==> config.mk <==
export PLATFORM = sky130hd
export DESIGN_NAME = demux_rr_scheduler
export DESIGN_NICKNAME = d
export VERILOG_FILES = /design/src/rtl/demux_rr_scheduler.sv
export SDC_FILE = /design/constraint.sdc
export NUM_CORES = 1
export LEC_CHECK = 0
export BUFFER_PORTS_ARGS = -buffer_cell sky130_fd_sc_hd__buf_2
export CELL_PAD_IN_SITES_DETAIL_PLACEMENT = 0
export CELL_PAD_IN_SITES_GLOBAL_PLACEMENT = 2
export CORE_MARGIN = 10
export CORE_UTILIZATION = 29
export CTS_CLUSTER_SIZE = 30
export DETAILED_ROUTE_END_ITERATION = 8
export PLACE_DENSITY_LB_ADDON = 0.1
export SYNTH_ARGS = -nofsm -noshare
export SYNTH_HDL_FRONTEND = slang
export SYNTH_SLANG_ARGS = --single-unit
export TNS_END_PERCENT = 50
==> constraint.sdc <==
create_clock -name clk -period 1.6 [get_ports clk]
set_input_delay 0.08 -clock clk [delete_from_list [all_inputs] [get_ports clk]]
set_output_delay 0.08 -clock clk [all_outputs]
set_load 0.02 [all_outputs]
==> src/rtl/demux_rr_scheduler.sv <==
// Round-robin beat scheduler for a 1-to-4 demux; DEMUX_BURST_EN holds each target for BURST_LEN accepts.
// Latency: 1 clk from accept to out_valid, sustaining 1 beat/clk.
// Backpressure: in_ready follows out_ready of the held channel; stalls while no channel is enabled.
module demux_rr_scheduler #(
  parameter int DW        = 2,
  parameter int CNT_W     = 8,
  parameter int BURST_LEN = 4
) (
  input  logic               clk,
  input  logic               rst,
  input  logic               in_valid,
  output logic               in_ready,
  input  logic [DW-1:0]      in_data,
  input  logic [3:0]         ch_en,
  output logic [1:0]         sel,
  output logic [DW-1:0]      out_data,
  output logic [3:0]         out_valid,
  input  logic [3:0]         out_ready,
  input  logic               clr_cnt,
  output logic [4*CNT_W-1:0] cnt
);

  typedef enum logic {EMPTY, FULL} state_t;

  state_t           state, state_nxt;
  logic             accept, deliver, any_en;
  logic [1:0]       ptr, target;
  logic [CNT_W-1:0] cnt_q [4];

  if (BURST_LEN < 1 || BURST_LEN > 15) begin : g_bad_burst
    $error("BURST_LEN must be in 1..15");
  end

  assign any_en  = |ch_en;
  assign accept  = in_valid & in_ready;
  assign deliver = |(out_valid & out_ready);

  // First enabled channel at or after ptr; the lowest offset wins.
  always_comb begin
    target = ptr;
    for (int k = 3; k >= 0; k--) begin
      if (ch_en[ptr + 2'(k)]) target = ptr + 2'(k);
    end
  end

  always_comb begin
    state_nxt = state;
    in_ready  = 1'b0;
    out_valid = 4'b0000;
    case (state)
      EMPTY: begin
        in_ready = any_en & ~rst;
        if (in_valid && in_ready) state_nxt = FULL;
      end
      FULL: begin
        out_valid = 4'b0001 << sel;
        in_ready  = out_ready[sel] & any_en & ~rst;
        if (out_ready[sel] && !(in_valid && in_ready)) state_nxt = EMPTY;
      end
      default: state_nxt = EMPTY;
    endcase
  end

  always_ff @(posedge clk or posedge rst) begin
    if (rst) begin
      state    <= EMPTY;
      sel      <= 2'd0;
      out_data <= '0;
    end else begin
      state <= state_nxt;
      if (accept) begin
        sel      <= target;
        out_data <= in_data;
      end
    end
  end

`ifdef DEMUX_BURST_EN
  logic [3:0] burst_cnt, burst_base;

  // A run only continues while the channel ptr points at stays enabled.
  assign burst_base = ch_en[ptr] ? burst_cnt : 4'd0;

  always_ff @(posedge clk or posedge rst) begin
    if (rst) begin
      ptr       <= 2'd0;
      burst_cnt <= 4'd0;
    end else if (accept) begin
      if ((burst_base + 4'd1) >= 4'(BURST_LEN)) begin
        ptr       <= target + 2'd1;
        burst_cnt <= 4'd0;
      end else begin
        ptr       <= target;
        burst_cnt <= burst_base + 4'd1;
      end
    end else if (!ch_en[ptr]) begin
      burst_cnt <= 4'd0;
    end
  end
`else
  always_ff @(posedge clk or posedge rst) begin
    if (rst) ptr <= 2'd0;
    else if (accept) ptr <= target + 2'd1;
  end
`endif

  // Clear wins over a same-cycle delivery, so that beat goes uncounted.
  always_ff @(posedge clk or posedge rst) begin
    if (rst) begin
      for (int i = 0; i < 4; i++) cnt_q[i] <= '0;
    end else begin
      for (int i = 0; i < 4; i++) begin
        if (clr_cnt) cnt_q[i] <= '0;
        else if (deliver && sel == 2'(i) && cnt_q[i] != '1) cnt_q[i] <= cnt_q[i] + 1'b1;
      end
    end
  end

  for (genvar g = 0; g < 4; g++) begin : g_cnt
    assign cnt[g*CNT_W +: CNT_W] = cnt_q[g];
  end

endmodule

==> metrics.csv, run 1 <==
metric,value,unit
failing checks,"hold timing, setup timing",
switching power share of the total,32.7,%
Total Nets Final,336,
placed cells,399,
"Max FO, Critical Path",8,
Psw,997,uW
slowest CP cell,mux4_2,
Clk pwr share,24.1,%
placed inst area,2800,um^2
WS Path Type,reg2reg,
RSZ-0062 raised after global routing,yes,
clock tree buffer depth,2,
Slew Limit Fails,0,
detailed-route via count,1906,
Max Clock Skew,0.00724,ns
HPWL Detailed,4200,um
floorplan die width,105,um
Worst Path Buf+Inv,0,
leading area contributor after synthesis,dfrtp_1,
Post-Layout Cell Count,415,
Pwr per Cell Area,975,nW/um^2
Yosys top cell area share,46.8,%
fraction of synthesis flops using an asynchronous set or reset pin,100,%
crit path launch,sel[0]$_DFFE_PP0P_,
Die Y,105,um
largest net degree at the start of global routing,40,
clock buffers created by TritonCTS,5,
logic gate share of total power,36.4,%
die area,11000,um^2
WP data required,1.78,ns
GRT Total Usage,10.5,%
Root Driver,clkbuf_8,
final count of negative-setup-slack endpoints,13,
actual slew at the worst max-slew pin,0.622,ns
Mapped Cells,211,
DRT Pass-1 Iters,4,
io pins,55,
syn_nets,229,
post-DR wirelength/cell,14.0,um
cts-stage hold buffer count,0,
vias in the first global route,1960,
leakage power,1.47,nW
clk sinks,39,
fin util,45.3,%
GPL Wtd Cong,0.725,
Synth area leaders,"dfrtp_1, xnor2_1, nor2_1, xor2_1, nand2_1",
Crit. End Element,register,
worst-skew pair later-pin latency,0.29,ns
area delta synth->final,49.8,%
max-cap violations,0,
total power,3.05,mW
Residual DRC,0,
filler cell count,736,
"Largest delay share family, worst path",multiplexers,
post-route cell area,3130,um^2
"antenna viol nets, final",0,
# diodes,0,
layout cells sized above 1,47.6,%
initial antenna violation count,0,
initial core utilization,30.2,%
Post-synth EDFFs,0,
peak supply drop,0.351,mV
Port-buffer cells,54,
Overflow after GRT,0,
most frequent cell after synthesis,dfrtp_1,
"Arr. time, crit path",1.92,ns
"FF+latch count, synth",39,
Ys Warns,0,
Internal Power,2.05,mW
site row count,30,
"Largest stage delay, worst path",0.55,ns
total core area,6910,um^2
Final Critical Period,1.74,ns
H-tree levels,2,
Slew headroom,58.6,%
hold crit path type,in2async,
Flop pwr share,39.5,%
"Seq/Total Area, Yosys",46.8,%
"critical path, cell by cell","mux4_2, o2111ai_4, mux2_4",
Netlist cell types,43,
outcome,"complete, but fails checks",
CTS tree,yes,
Iteration-0 DRC Markers,25,
Vias/cell,4.59,
Final Hold Violating Endpoints,21,
Routed WL,5790,um
Syn Area/Cell,9.89,um^2
clock slew seen by the registers of the worst setup and hold paths,0.08,ns
r2r startpoint,sel[0]$_DFFE_PP0P_,
most common flop cell mapped by yosys,dfrtp_1,
commonest cells in the synthesized netlist,"dfrtp_1, nor2_1, nand2_1",
Mapped Area,2090,um^2
period utilization,109,%
FMAX,0.575,GHz
minimum setup slack in the final design,-0.138,ns
CP Launch Type,register,
hold slack,-0.0105,ns
first-pass GRT wire length,9780,um
worst reg2reg max path, stage by stage, from the launching register on:
cell and delay [ns]:
dfrtp_2 0.38, mux4_2 0.55, o2111ai_4 0.36, mux2_4 0.34
worst paths after layout:
check,to,slack [ns],cells after the start
setup / recovery,out_data[1]$_DFFE_PP0P_,-0.14,3
hold / removal,state$_DFF_PP0_,-0.01,3
setup reg to reg,out_data[1]$_DFFE_PP0P_,-0.14,3
hold reg to reg,out_data[0]$_DFFE_PP0P_,0.52,1
max in group asynchronous,cnt[17]$_DFFE_PP0P_,1.22,3
min in group clk,out_data[0]$_DFFE_PP0P_,0.02,2
layout by cell type, fill, tap and decap left out, types with 5 or more instances in the layout:
cell type,synthesis,layout
buf_2,0,53
buf_4,0,48
clkbuf_8,0,7
dfrtp_1,39,32
dfrtp_2,0,7
inv_1,8,7
nand2_1,17,16
nand3_1,12,11
nor2_1,35,33
nor3_2,0,5
xnor2_1,16,16
xor2_1,10,9
sequential cells by signal, indices dropped and copies added, names as in the netlist:
signal and cells:
out_data 2, state 1, cnt 32, ptr 2, sel 2
area by class of cell:
type / count / area (um^2) / area share, %
multi-input combinational: 161 / 1240 / 39.6
timing repair buffer: 103 / 648 / 20.7
clock buffer: 8 / 100 / 3.20
inverter: 8 / 33.8 / 1.08
tap: 96 / 120 / 3.84
sequential: 39 / 985 / 31.5
power groups by stage:
stage / Sequential (mW) / Clock [mW] / Combinational [mW]
after floorplan: 1.28 / 0 / 0.455
after global placement: 1.21 / 0 / 0.949
after detailed placement: 1.21 / 0 / 0.945
after CTS: 1.20 / 0.767 / 1.05
after global routing: 1.22 / 0.811 / 1.20
final: 1.20 / 0.734 / 1.11
cells by family (layout without fill, tap and decap cells):
logic type               Yosys count  in the layout  share of synthesized area (%)
AO/OA/AOI/OAI                     26             26                           9.95
AND/OR/NAND/NOR                   98             98                           23.9
XOR/XNOR                          26             26                           10.9
adder cells (fa/ha/maj)            4              4                           2.40
multiplexers                       7              7                           4.08
buffers and inverters             11            119                           1.98
flip-flops                        39             39                           46.8
per-stage QoR:
step                worst slack [ns]  setup TNS (ns)
floorplan                     -0.189          -0.897
global placement              -0.126          -0.564
detailed placement            -0.152          -0.719
CTS                           -0.146           -1.11
global route                  -0.199           -3.73
finish                        -0.138           -1.01
metal layers:
metal	track usage [%]	vias to the layer above	share of wire [%]
met1	13.4	913	48
met2	16.8	34	47
met4	2.94	0	0.54
met3	3.19	2	4.2
li1	-	957	-
met5	0	-	0
timing repair:
action,in CTS,in global routing
buffers inserted,2,6
setup endpoints to repair,10,37
pin swaps,9,11
resized for setup,16,18
Power figures use the tool's default switching activity.
==> run 2: changes to the inputs <==
Settings changed: CORE_UTILIZATION 29 to 32.
Clock period 1.6 ns to 1.75 ns, I/O delays scaled along.
==> metrics.csv, run 2 (synthesis results as in run 1) <==
metric,value,unit
outcome,"complete, but fails checks",
failing checks,"hold timing, setup timing",
leakage power,1.28,nW
cts-stage hold buffer count,0,
Slew Limit Fails,0,
Top Metal Used,met4,
"Largest stage delay, worst path",0.55,ns
clock buffers created by TritonCTS,5,
total power,2.51,mW
hold slack,-0.00256,ns
post-DR wirelength/cell,14.9,um
layout cells sized above 1,33.7,%
DRT Pass-1 Iters,4,
clk sinks,39,
final count of negative-setup-slack endpoints,1,
clock tree buffer depth,2,
Die Y,101,um
"Max FO, Critical Path",4,
GRT Total Usage,10.7,%
slowest CP cell,mux4_2,
io pins,55,
largest net degree at the start of global routing,40,
Pwr per Cell Area,922,nW/um^2
"antenna viol nets, final",0,
worst-skew pair later-pin latency,0.29,ns
Residual DRC,0,
die area,10200,um^2
floorplan die width,101,um
max reg flops,32,
site row count,29,
"Arr. time, crit path",1.67,ns
Vias/cell,4.92,
max-cap violations,0,
GPL Wtd Cong,0.726,
initial core utilization,32.9,%
placed cells,356,
Iteration-0 DRC Markers,39,
initial antenna violation count,0,
area of the multi-input gates,1110,um^2
Overflow after GRT,0,
Worst R2R Setup Slack,0.02,ns
first-pass GRT wire length,8970,um
Routed WL,5450,um
"commonest non-fill, non-tap cells in the layout","buf_2, dfrtp_1, nor2_1",
Final Hold Violating Endpoints,12,
"critical path, cell by cell","mux4_2, nand2b_4, and2_4, buf_6",
clock slew seen by the registers of the worst setup and hold paths,0.08,ns
WS Path Type,reg2out,
Total Nets Final,305,
peak supply drop,0.509,mV
FMAX,0.569,GHz
hold crit path type,in2async,
filler cell count,647,
metal3 WL,306,um
period utilization,100,%
actual slew at the worst max-slew pin,0.612,ns
vias in the first global route,1858,
area delta synth->final,30.2,%
H-tree levels,2,
Root Driver,clkbuf_8,
Post-Route M1 WL,2600,um
total core area,6350,um^2
Met2 Wirelength,2500,um
WP data required,1.66,ns
register area,980,um^2
Final Critical Period,1.76,ns
fin util,42.8,%
# diodes,0,
Port-buffer cells,54,
"most common cell after layout, fill and taps aside",buf_2,
Post-Layout Cell Count,365,
detailed-route via count,1795,
Slew headroom,59.2,%
CP Launch Type,register,
RSZ-0062 raised after global routing,yes,
Max Clock Skew,0.00998,ns
HPWL Detailed,3940,um
Crit. End Element,output pin,
minimum setup slack in the final design,-0.00829,ns
CTS tree,yes,
-- run 2: path summary, 6_finish.rpt --
check | from | end | depth (start not counted)
worst max-delay path | sel[0]$_DFFE_PP0P_ | in_ready | 4
worst min-delay path | rst | cnt[9]$_DFFE_PP0P_ | 3
worst max register to register | sel[0]$_DFFE_PP0P_ | out_data[1]$_DFFE_PP0P_ | 3
worst min register to register | out_data[0]$_DFFE_PP0P_ | out_data[0]$_DFFE_PP0P_ | 1
max in group asynchronous | rst | sel[0]$_DFFE_PP0P_ | 3
min in group clk | in_data[0] | out_data[0]$_DFFE_PP0P_ | 2
-- run 2: metrics by stage --
stage / cell area, um^2 / setup TNS [ns] / hold WS [ns] / setup slack (ns)
after global routing: 2720 / -0.204 / 0.0291 / -0.0543
after floorplan: 2090 / -0.188 / 0.0748 / -0.0419
after global placement: 2570 / 0 / 0.325 / 0.0636
final: 2720 / -0.00829 / -0.00256 / -0.00829
after detailed placement: 2570 / 0 / 0.326 / 0.0312
after CTS: 2680 / -0.0312 / 0.00381 / -0.0312
-- run 2: worst max-delay path, delay by kind of cell, from the launching register on --
family	cells	cell delay [ns]
muxes	1	0.55
DFF	1	0.39
and+or+nand+nor	2	0.32
buffers and inverters	1	0.12
-- run 2: layout make-up --
cell class,instances,share of cell area (%)
Clock buffer,6,2.67
Clock inverter,2,0.460
Inverter,8,1.24
Multi-Input combinational cell,161,40.7
Sequential cell,39,36.0
Tap cell,77,3.55
Timing Repair Buffer,72,15.3
-- run 2: repair_timing --
| item | 4_1_cts | 5_1_grt |
|---|---|---|
| endpoints found under the setup margin | 1 | 10 |
| buffers inserted | 0 | 1 |
| resized for setup | 4 | 8 |
| cloned | 0 | 0 |
| pin swaps | 0 | 1 |
-- run 2: where the power goes --
part / internal, mW / switching, mW
clock network: 0.279 / 0.326
logic: 0.372 / 0.429
registers: 0.990 / 0.110
total: 1.64 / 0.865
-- run 2: routing by layer --
layer / track usage [%] / vias to the layer above
li1: - / 896
met1: 13.9 / 860
met2: 16.5 / 34
met3: 3.36 / 5
met4: 3.70 / 0
met5: 0 / -
==> run 3: changes to the inputs <==
Settings changed: CORE_UTILIZATION 32 to 30, PLACE_DENSITY from default to 0.78, PLACE_DENSITY_LB_ADDON 0.1 to default.
==> metrics.csv, run 3 (synthesis results as in run 1) <==
metric,value,unit
"Largest stage delay, worst path",0.54,ns
vias in the first global route,1716,
area delta synth->final,34.3,%
hold slack,-0.00536,ns
floorplan die width,103,um
RSZ-0062 raised after global routing,yes,
Clk pwr share,26.3,%
max-cap violations,0,
clock slew seen by the registers of the worst setup and hold paths,0.08,ns
hold crit path type,in2async,
CTS tree,yes,
post-DR wirelength/cell,14.2,um
Psw,869,uW
die area,10700,um^2
Slew headroom,57.9,%
H-tree levels,2,
FMAX,0.581,GHz
"most common cell after layout, fill and taps aside",buf_2,
clock tree buffer depth,2,
Iteration-0 DRC Markers,39,
Port-buffer cells,54,
"antenna viol nets, final",0,
# diodes,0,
final count of negative-setup-slack endpoints,0,
Final Critical Period,1.72,ns
"critical path, cell by cell","mux4_2, nand2b_4, and2_4, buf_6",
Routed WL,5420,um
reg2reg path depth,5,
Setup TNS,0,ns
Internal Power,1.74,mW
outcome,"complete, but fails checks",
GR Util met3,3.59,%
HPWL Detailed,3920,um
Root Driver,clkbuf_8,
Max Clock Skew,0.0110,ns
initial core utilization,30.7,%
CP Launch Type,register,
global route hottest layer,met2,
"commonest non-fill, non-tap cells in the layout","buf_2, dfrtp_1, nor2_1",
"Max FO, Critical Path",2,
crit path launch,sel[0]$_DFFE_PP0P_,
Post-Layout Cell Count,383,
detailed-route via count,1805,
max reg flops,32,
Die Y,103,um
termination of the worst setup path,in_ready,
GPL Wtd Cong,0.744,
worst-skew pair later-pin latency,0.29,ns
first-pass GRT wire length,8390,um
Residual DRC,0,
Flop pwr share,41.9,%
Final Hold Violating Endpoints,2,
GRT Total Usage,9.96,%
DRT Pass-1 Iters,4,
"Arr. time, crit path",1.63,ns
WP data required,1.66,ns
slowest CP cell,mux4_2,
Pwr per Cell Area,931,nW/um^2
total core area,6790,um^2
R2R Path End,ptr[1]$_DFFE_PP0P_,
placed cells,373,
r2r startpoint,ptr[0]$_DFFE_PP0P_,
clk sinks,39,
met1 usage,12.9,%
Crit. End Element,output pin,
actual slew at the worst max-slew pin,0.631,ns
site row count,30,
failing checks,hold timing,
cts-stage hold buffer count,0,
WS Path Type,reg2out,
Total Nets Final,304,
Overflow after GRT,0,
Worst R2R Setup Slack,0.07,ns
Vias/cell,4.71,
clock buffers created by TritonCTS,5,
logic gate share of total power,31.8,%
Slew Limit Fails,0,
initial antenna violation count,0,
period utilization,98.3,%
leakage power,1.29,nW
io pins,55,
largest net degree at the start of global routing,40,
switching power share of the total,33.3,%
GR Layer Usage met2,15.1,%
peak supply drop,0.270,mV
layout cells sized above 1,35.5,%
-- run 3: cell types whose count changed in the layout (fill, tap and decap cells not counted), moves of 2 or more --
cell      before  now
nor3_2         0    2
nor3_1         8    6
a211oi_1       2    0
a211oi_2       0    2
clkbuf_8       5    7
-- run 3: power by group through the flow --
| stage | Sequential, mW | Clock, mW | Combinational, mW |
|---|---|---|---|
| after CTS | 1.08 | 0.718 | 0.785 |
| after floorplan | 1.17 | 0 | 0.401 |
| after global routing | 1.11 | 0.757 | 0.901 |
| after detailed placement | 1.10 | 0 | 0.737 |
| after global placement | 1.10 | 0 | 0.737 |
| final | 1.09 | 0.688 | 0.829 |
-- run 3: metrics by stage --
| step | area [um^2] | power, mW | util [%] | setup slack [ns] | hold slack [ns] |
|---|---|---|---|---|---|
| global placement | 2580 | 1.84 | 38.0 | 0.0605 | 0.325 |
| detailed placement | 2580 | 1.84 | 38.0 | 0.0288 | 0.326 |
| CTS | 2710 | 2.58 | 39.9 | 0.000411 | 0.0121 |
| global route | 2800 | 2.77 | 41.3 | -0.0399 | 0.0198 |
| finish | 2800 | 2.61 | 41.3 | 0.0300 | -0.00536 |
| floorplan | 2090 | 1.57 | - | -0.0419 | 0.0748 |
-- run 3: worst max-delay path: cells and delay by family, from the launching register on --
family / cells / cell delay (ns)
muxes: 1 / 0.54
DFF: 1 / 0.37
and+or+nand+nor: 2 / 0.32
buffers and inverters: 1 / 0.12
-- run 3: how the worst min path moves through the flow --
stage / startpoint / end / slack (ns) / cells past startpoint
floorplan: rst / cnt[0]$_DFFE_PP0P_ / 0.07 / 1
global placement: in_data[1] / out_data[1]$_DFFE_PP0P_ / 0.33 / 2
detailed placement: rst / cnt[8]$_DFFE_PP0P_ / 0.33 / 3
CTS: rst / cnt[14]$_DFFE_PP0P_ / 0.01 / 3
global route: in_data[0] / out_data[0]$_DFFE_PP0P_ / 0.02 / 2
finish: rst / cnt[14]$_DFFE_PP0P_ / -0.005 / 3
-- run 3: area by class of cell --
cell class	count	area (um^2)
multi-input combinational	161	1160
clock inverter	1	7.51
inverter	8	33.8
timing repair buffer	71	408
sequential	39	978
tap	96	120
fill	697	3990
clock buffer	7	96.3
-- run 3: timing repair --
item                                    4_1_cts  5_1_grt
endpoints found under the setup margin        1       16
pin swaps                                     0        2
setup buffers                                 1        0
cloned                                        0        1
gates resized for setup                       4       17
-- run 3: per-layer routing --
layer  part of all wire (%)  vias to the layer above  wire [um]
met4                   0.79                        0         43
met1                     47                      865       2570
li1                       -                      902          -
met3                    7.0                        5        381
met2                     45                       33       2430
met5                      0                        -          0
